<file path="src/rtl/note_voice_scheduler.sv">
// Polyphonic voice allocator. Once per sample step it snapshots the note
// switches, then scans one note per cycle to assign, release or steal voices.
module note_voice_scheduler #(
  parameter int NUM_NOTES     = 8,
  parameter int NUM_VOICES    = 4,
  parameter int RELEASE_STEPS = 64
) (
  input  logic                    clk_in,
  input  logic                    rst_in,
  input  logic                    step_in,
  input  logic [NUM_NOTES-1:0]    notes_in,
  input  logic                    coeff_ready_in,
  output logic [NUM_VOICES*3-1:0] voice_note_out,
  output logic [NUM_VOICES-1:0]   voice_on_out,
  output logic [NUM_VOICES-1:0]   voice_gate_out,
  output logic [NUM_VOICES-1:0]   voice_start_out,
  output logic                    scan_busy_out,
  output logic                    steal_out,
  output logic                    overrun_out
);

  localparam int NOTE_W = 3;
  localparam int KW = (NUM_NOTES > 1) ? $clog2(NUM_NOTES) : 1;
  localparam int VW = (NUM_VOICES > 1) ? $clog2(NUM_VOICES) : 1;
  localparam logic [7:0] REL_INIT = 8'(RELEASE_STEPS);

  typedef enum logic {IDLE, SCAN} fsm_t;
  typedef enum logic [1:0] {V_FREE, V_ACTIVE, V_RELEASE} vstate_t;

  fsm_t                  state_q, state_d;
  logic [KW-1:0]         idx_q, idx_d;
  logic [NUM_NOTES-1:0]  prev_q, prev_d, cur_q, cur_d;
  vstate_t               vst_q [NUM_VOICES];
  vstate_t               vst_d [NUM_VOICES];
  logic [7:0]            age_q [NUM_VOICES];
  logic [7:0]            age_d [NUM_VOICES];
  logic [7:0]            rel_q [NUM_VOICES];
  logic [7:0]            rel_d [NUM_VOICES];
  logic [NOTE_W-1:0]     note_q [NUM_VOICES];
  logic [NOTE_W-1:0]     note_d [NUM_VOICES];
  logic [NUM_VOICES-1:0] on_q, gate_q, start_q, start_d;
  logic                  steal_q, steal_d, overrun_q, overrun_d;

  logic                  note_on, note_off;
  logic                  have_free, have_rel, have_old;
  logic [VW-1:0]         free_idx, rel_idx, old_idx, victim;
  logic [7:0]            old_age;

  // Victim priority: lowest FREE, then lowest RELEASE, then oldest ACTIVE.
  always_comb begin
    have_free = 1'b0;
    have_rel  = 1'b0;
    have_old  = 1'b0;
    free_idx  = '0;
    rel_idx   = '0;
    old_idx   = '0;
    old_age   = '0;
    for (int v = NUM_VOICES - 1; v >= 0; v--) begin
      if (vst_q[v] == V_FREE) begin
        have_free = 1'b1;
        free_idx  = VW'(v);
      end
      if (vst_q[v] == V_RELEASE) begin
        have_rel = 1'b1;
        rel_idx  = VW'(v);
      end
    end
    for (int v = 0; v < NUM_VOICES; v++) begin
      if (vst_q[v] == V_ACTIVE && (!have_old || age_q[v] > old_age)) begin
        have_old = 1'b1;
        old_idx  = VW'(v);
        old_age  = age_q[v];
      end
    end
    victim = have_free ? free_idx : (have_rel ? rel_idx : old_idx);
  end

  always_comb begin
    state_d   = state_q;
    idx_d     = idx_q;
    prev_d    = prev_q;
    cur_d     = cur_q;
    vst_d     = vst_q;
    age_d     = age_q;
    rel_d     = rel_q;
    note_d    = note_q;
    start_d   = '0;
    steal_d   = 1'b0;
    overrun_d = 1'b0;
    note_on   = cur_q[idx_q] & ~prev_q[idx_q];
    note_off  = prev_q[idx_q] & ~cur_q[idx_q];

    case (state_q)
      IDLE: begin
        if (step_in) begin
          prev_d  = cur_q;
          cur_d   = notes_in;
          idx_d   = '0;
          state_d = SCAN;
          for (int v = 0; v < NUM_VOICES; v++) begin
            if (vst_q[v] == V_RELEASE) begin
              if (rel_q[v] <= 8'd1) begin
                rel_d[v] = '0;
                vst_d[v] = V_FREE;
              end else begin
                rel_d[v] = rel_q[v] - 8'd1;
              end
            end else if (vst_q[v] == V_ACTIVE && age_q[v] != 8'hFF) begin
              age_d[v] = age_q[v] + 8'd1;
            end
          end
        end
      end
      SCAN: begin
        overrun_d = step_in;
        if (note_off) begin
          for (int v = 0; v < NUM_VOICES; v++) begin
            if (vst_q[v] == V_ACTIVE && note_q[v] == NOTE_W'(idx_q)) begin
              vst_d[v] = V_RELEASE;
              rel_d[v] = REL_INIT;
            end
          end
        end
        if (note_on && coeff_ready_in) begin
          vst_d[victim]   = V_ACTIVE;
          note_d[victim]  = NOTE_W'(idx_q);
          age_d[victim]   = '0;
          rel_d[victim]   = '0;
          start_d[victim] = 1'b1;
          steal_d         = (vst_q[victim] == V_ACTIVE);
        end
        if (idx_q == KW'(NUM_NOTES - 1)) begin
          state_d = IDLE;
        end else begin
          idx_d = idx_q + KW'(1);
        end
      end
      default: state_d = IDLE;
    endcase
  end

  always_ff @(posedge clk_in) begin
    if (!rst_in) begin
      state_q   <= IDLE;
      idx_q     <= '0;
      prev_q    <= '0;
      cur_q     <= '0;
      on_q      <= '0;
      gate_q    <= '0;
      start_q   <= '0;
      steal_q   <= 1'b0;
      overrun_q <= 1'b0;
      for (int v = 0; v < NUM_VOICES; v++) begin
        vst_q[v]  <= V_FREE;
        age_q[v]  <= '0;
        rel_q[v]  <= '0;
        note_q[v] <= '0;
      end
    end else begin
      state_q   <= state_d;
      idx_q     <= idx_d;
      prev_q    <= prev_d;
      cur_q     <= cur_d;
      start_q   <= start_d;
      steal_q   <= steal_d;
      overrun_q <= overrun_d;
      for (int v = 0; v < NUM_VOICES; v++) begin
        vst_q[v]  <= vst_d[v];
        age_q[v]  <= age_d[v];
        rel_q[v]  <= rel_d[v];
        note_q[v] <= note_d[v];
        on_q[v]   <= (vst_d[v] != V_FREE);
        gate_q[v] <= (vst_d[v] == V_ACTIVE);
      end
    end
  end

  always_comb begin
    voice_note_out = '0;
    for (int v = 0; v < NUM_VOICES; v++) begin
      voice_note_out[v*NOTE_W +: NOTE_W] = note_q[v];
    end
  end

  assign voice_on_out    = on_q;
  assign voice_gate_out  = gate_q;
  assign voice_start_out = start_q;
  assign scan_busy_out   = (state_q == SCAN);
  assign steal_out       = steal_q;
  assign overrun_out     = overrun_q;

endmodule

</file>
<file path="config.mk">
export PLATFORM = sky130hd
export DESIGN_NAME = note_voice_scheduler
export DESIGN_NICKNAME = d
export VERILOG_FILES = /design/src/rtl/note_voice_scheduler.sv
export SDC_FILE = /design/constraint.sdc
export NUM_CORES = 1
export LEC_CHECK = 0
export ABC_AREA = 1
export CAP_MARGIN = 20
export CORE_ASPECT_RATIO = 1.75
export CORE_MARGIN = 5
export CORE_UTILIZATION = 55
export DETAILED_ROUTE_END_ITERATION = 10
export PLACE_DENSITY = 0.81
export SLEW_MARGIN = 20
export SYNTH_ARGS = -nofsm -noshare
export SYNTH_HDL_FRONTEND = slang
export SYNTH_SLANG_ARGS = --single-unit
</file>
<file path="constraint.sdc">
create_clock -name clk_in -period 6.7 [get_ports clk_in]
set_clock_uncertainty 0.05 [all_clocks]
set_input_delay 0.67 -clock clk_in [delete_from_list [all_inputs] [get_ports clk_in]]
set_output_delay 0.67 -clock clk_in [all_outputs]
set_load 0.01 [all_outputs]
</file>
==> impl_metrics.env <==
export IMPL_drv_cap=0
export IMPL_io_pins=39
export IMPL_grt_setup_unrepaired="false"
export IMPL_n_antenna_cell=0
export IMPL_cts_buffer_depth=2
export IMPL_worstMarginPinSlew_ns=0.976
export IMPL_drt_wl_total_mm=19.8
export IMPL_cts_tree="yes"
export IMPL_synth_enable_flop_cells=0
export IMPL_first_pass_iters=5
export IMPL_ys_ff_latch=118
export IMPL_path_class="reg2reg"
export IMPL_fin_crit_ns=5.51
export IMPL_grt_ovfl_total=0
export IMPL_drc=0
export IMPL_yosysTopAreaCell="dfxtp_1"
export IMPL_pre_cts_ws_ns=1.23
export IMPL_cts_max_level=4
export IMPL_routed_via_count=7358
export IMPL_cp_end_kind="flip-flop"
export IMPL_synth_distinct_cells=48
export IMPL_die_x_um=97.0
export IMPL_grt_first_pass_wirelength_mm=33.1
export IMPL_synthCells=1098
export IMPL_grt_pass1_vias=7080
export IMPL_setup_violations=0
export IMPL_rows=55
export IMPL_holdBufCountCts=0
export IMPL_drive_gt1_share_pct=7.11
export IMPL_via_per_inst=5.62
export IMPL_final_antenna_net_count=0
export IMPL_maxSlewViolCount=0
export IMPL_fp_coreArea_mm2=0.0129
export IMPL_finalHoldViolCount=0
export IMPL_start_util_pct=56.2
export IMPL_ys_async_sr_fraction_pct=0
export IMPL_clk_pin_slew_ns=0.06
export IMPL_critPathSlowestCell="o21ai_0"
export IMPL_syn_to_final_growth_pct=14.5
export IMPL_grt_max_degree=55
export IMPL_synth_warnings=0
export IMPL_syn_area_mm2=0.00728
export IMPL_fmax_ghz=0.182
export IMPL_synth_area_per_cell_um2=6.63
export IMPL_routedWlPerCell_um=15.2
export IMPL_finalWorstSetupSlack_ns=1.19
export IMPL_yosysTopAreaCellShare_pct=32.5
export IMPL_chipHeight_um=162
export IMPL_critPathMaxStageDelay_ns=0.44
export IMPL_cts_sinks=118
export IMPL_fin_setup_tns_ns=0
export IMPL_startpoint_type="flip-flop"
export IMPL_synthTopCellsByArea="dfxtp_1 (32%), nand2_1 (10%), o21ai_0 (8.5%)"
export IMPL_dpl_hpwl_mm=14.0
export IMPL_cts_buffers=17
export IMPL_worstPathMaxFanout=18
export IMPL_antenna_found_initial=0
export IMPL_final_nets=1176
export IMPL_layout_commonest_cell="nand2_1"
export IMPL_root_buffer="clkbuf_16"
export IMPL_synthFlopType="dfxtp_1"
export IMPL_gp_congestion=0.945
export IMPL_min_delay_path_depth=2
export IMPL_leakagePower_uw=0.00384
export IMPL_io_buffers=38
export IMPL_synth_nets=1148
export IMPL_arrival_ns=5.77
export IMPL_p_per_area_mw_per_mm2=236
export IMPL_timing_slew_headroom_pct=34.7
export IMPL_period_share_pct=82.2
export IMPL_synth_seq_area_share_pct=32.5
export IMPL_final_cell_mix="nand2_1 (193), nor2_1 (144), inv_1 (131)"
export IMPL_worstSkewPairLatency_ns=0.42
export IMPL_outcome="complete, no violations"
export IMPL_grt_usage_pct=25.3
export IMPL_die_area_mm2=0.0157
export IMPL_critical_path_required_ns=6.96
export IMPL_cts_setup_buffers=0
export IMPL_first_iter_violations=528
export IMPL_rr_worst_depth=43
export IMPL_hold_class="reg2reg"
export IMPL_cpMostUsedCell="nand2_1"
export IMPL_ctsResizeCount=0
export IMPL_irDropWorstVdd_mv=0.188
final timing paths:
check / slack (ns) / start / to
setup reg to reg: 1.19 / vst_q[6] / voice_on_out[3]
hold / removal: 0.45 / voice_note_out[6] / voice_note_out[6]
hold reg to reg: 0.45 / voice_note_out[6] / voice_note_out[6]
setup / recovery: 1.19 / vst_q[6] / voice_on_out[3]
layout make-up:
cell class,count,area (µm²)
Timing Repair Buffer,40,390
Clock inverter,11,125
Clock buffer,21,460
Inverter,143,544
Fill cell,1221,4610
Tap cell,171,214
Multi-Input combinational cell,806,4240
Sequential cell,118,2360
layer usage:
metal / global-route usage [%] / part of all wire (%) / up-vias
met3: 4.90 / 4.9 / 78
met1: 26.3 / 38 / 3382
met2: 47.2 / 52 / 226
met4: 13.9 / 5.0 / 0
met5: 0 / 0 / -
li1: - / - / 3672
Yosys cell counts (2+ instances only):
| master | n |
|---|---|
| nand2_4 | 10 |
| clkinv_1 | 3 |
| o22ai_1 | 5 |
| nand3b_1 | 4 |
| nor2_2 | 6 |
| nor3_1 | 12 |
| buf_2 | 6 |
| nand2_2 | 13 |
| buf_1 | 4 |
| inv_2 | 7 |
| nand4_1 | 21 |
| xor2_1 | 13 |
| ha_1 | 38 |
| or2_0 | 3 |
| nand3_1 | 63 |
| dfxtp_1 | 118 |
| xnor2_1 | 7 |
| clkbuf_1 | 19 |
| a21oi_1 | 111 |
| o21ai_1 | 3 |
| a31oi_1 | 4 |
| nor4_1 | 5 |
| a21o_1 | 6 |
| nor2_4 | 3 |
| o211ai_1 | 2 |
| nand2_1 | 193 |
| inv_1 | 131 |
| or3_1 | 2 |
| a2111oi_0 | 2 |
| o21ai_0 | 123 |
| nor2_1 | 144 |
report_power, final:
part | total (µW) | internal, µW | leakage [µW] | switching [µW]
sequential | 772 | 735 | 0.000961 | 36.5
clock | 912 | 568 | 0.000283 | 345
combinational | 281 | 98.1 | 0.00260 | 183
total | 1960 | 1400 | 0.00384 | 564
metrics by stage:
step / hold slack (ns) / utilization, % / power, µW / cells / instance area, µm²
final: 0.450 / 64.4 / 1960 / 1310 / 8330
after global routing: 0.475 / 64.4 / 2050 / 1310 / 8330
after CTS: 0.452 / 64.4 / 1970 / 1310 / 8330
after detailed placement: 0.443 / 59.9 / 1060 / 1278 / 7750
after global placement: 0.439 / 59.9 / 1060 / 1278 / 7750
after floorplan: 0.417 / - / 997 / 1098 / 7280
sequential cells by signal (all words and copies together) (netlist names), 3 cells and up:
signal and cells:
vst_q 8, rel_q 32, cur_q 8, voice_note_out 12, voice_on_out 4, voice_gate_out 4, prev_q 8, voice_start_out 4
idx_q 3, age_q 32
cells by family after synthesis:
family,Yosys count,share of synthesized area (%)
adder cells (fa/ha/maj),38,6.53
AO/OA/AOI/OAI,262,18.9
AND/OR/NAND/NOR,486,30.4
flip-flops,118,32.5
XOR/XNOR,20,2.41
buffers and inverters,174,9.34
critical path, delay by kind of cell, from the launching register on:
kind	cells	cell delay, ns
DFF	1	0.36
adders and majority gates	3	0.96
buffers and inverters	4	0.41
and+or+nand+nor	31	2.75
AOI/OAI and AO/OA	5	0.83
Power figures use the tool's default switching activity.
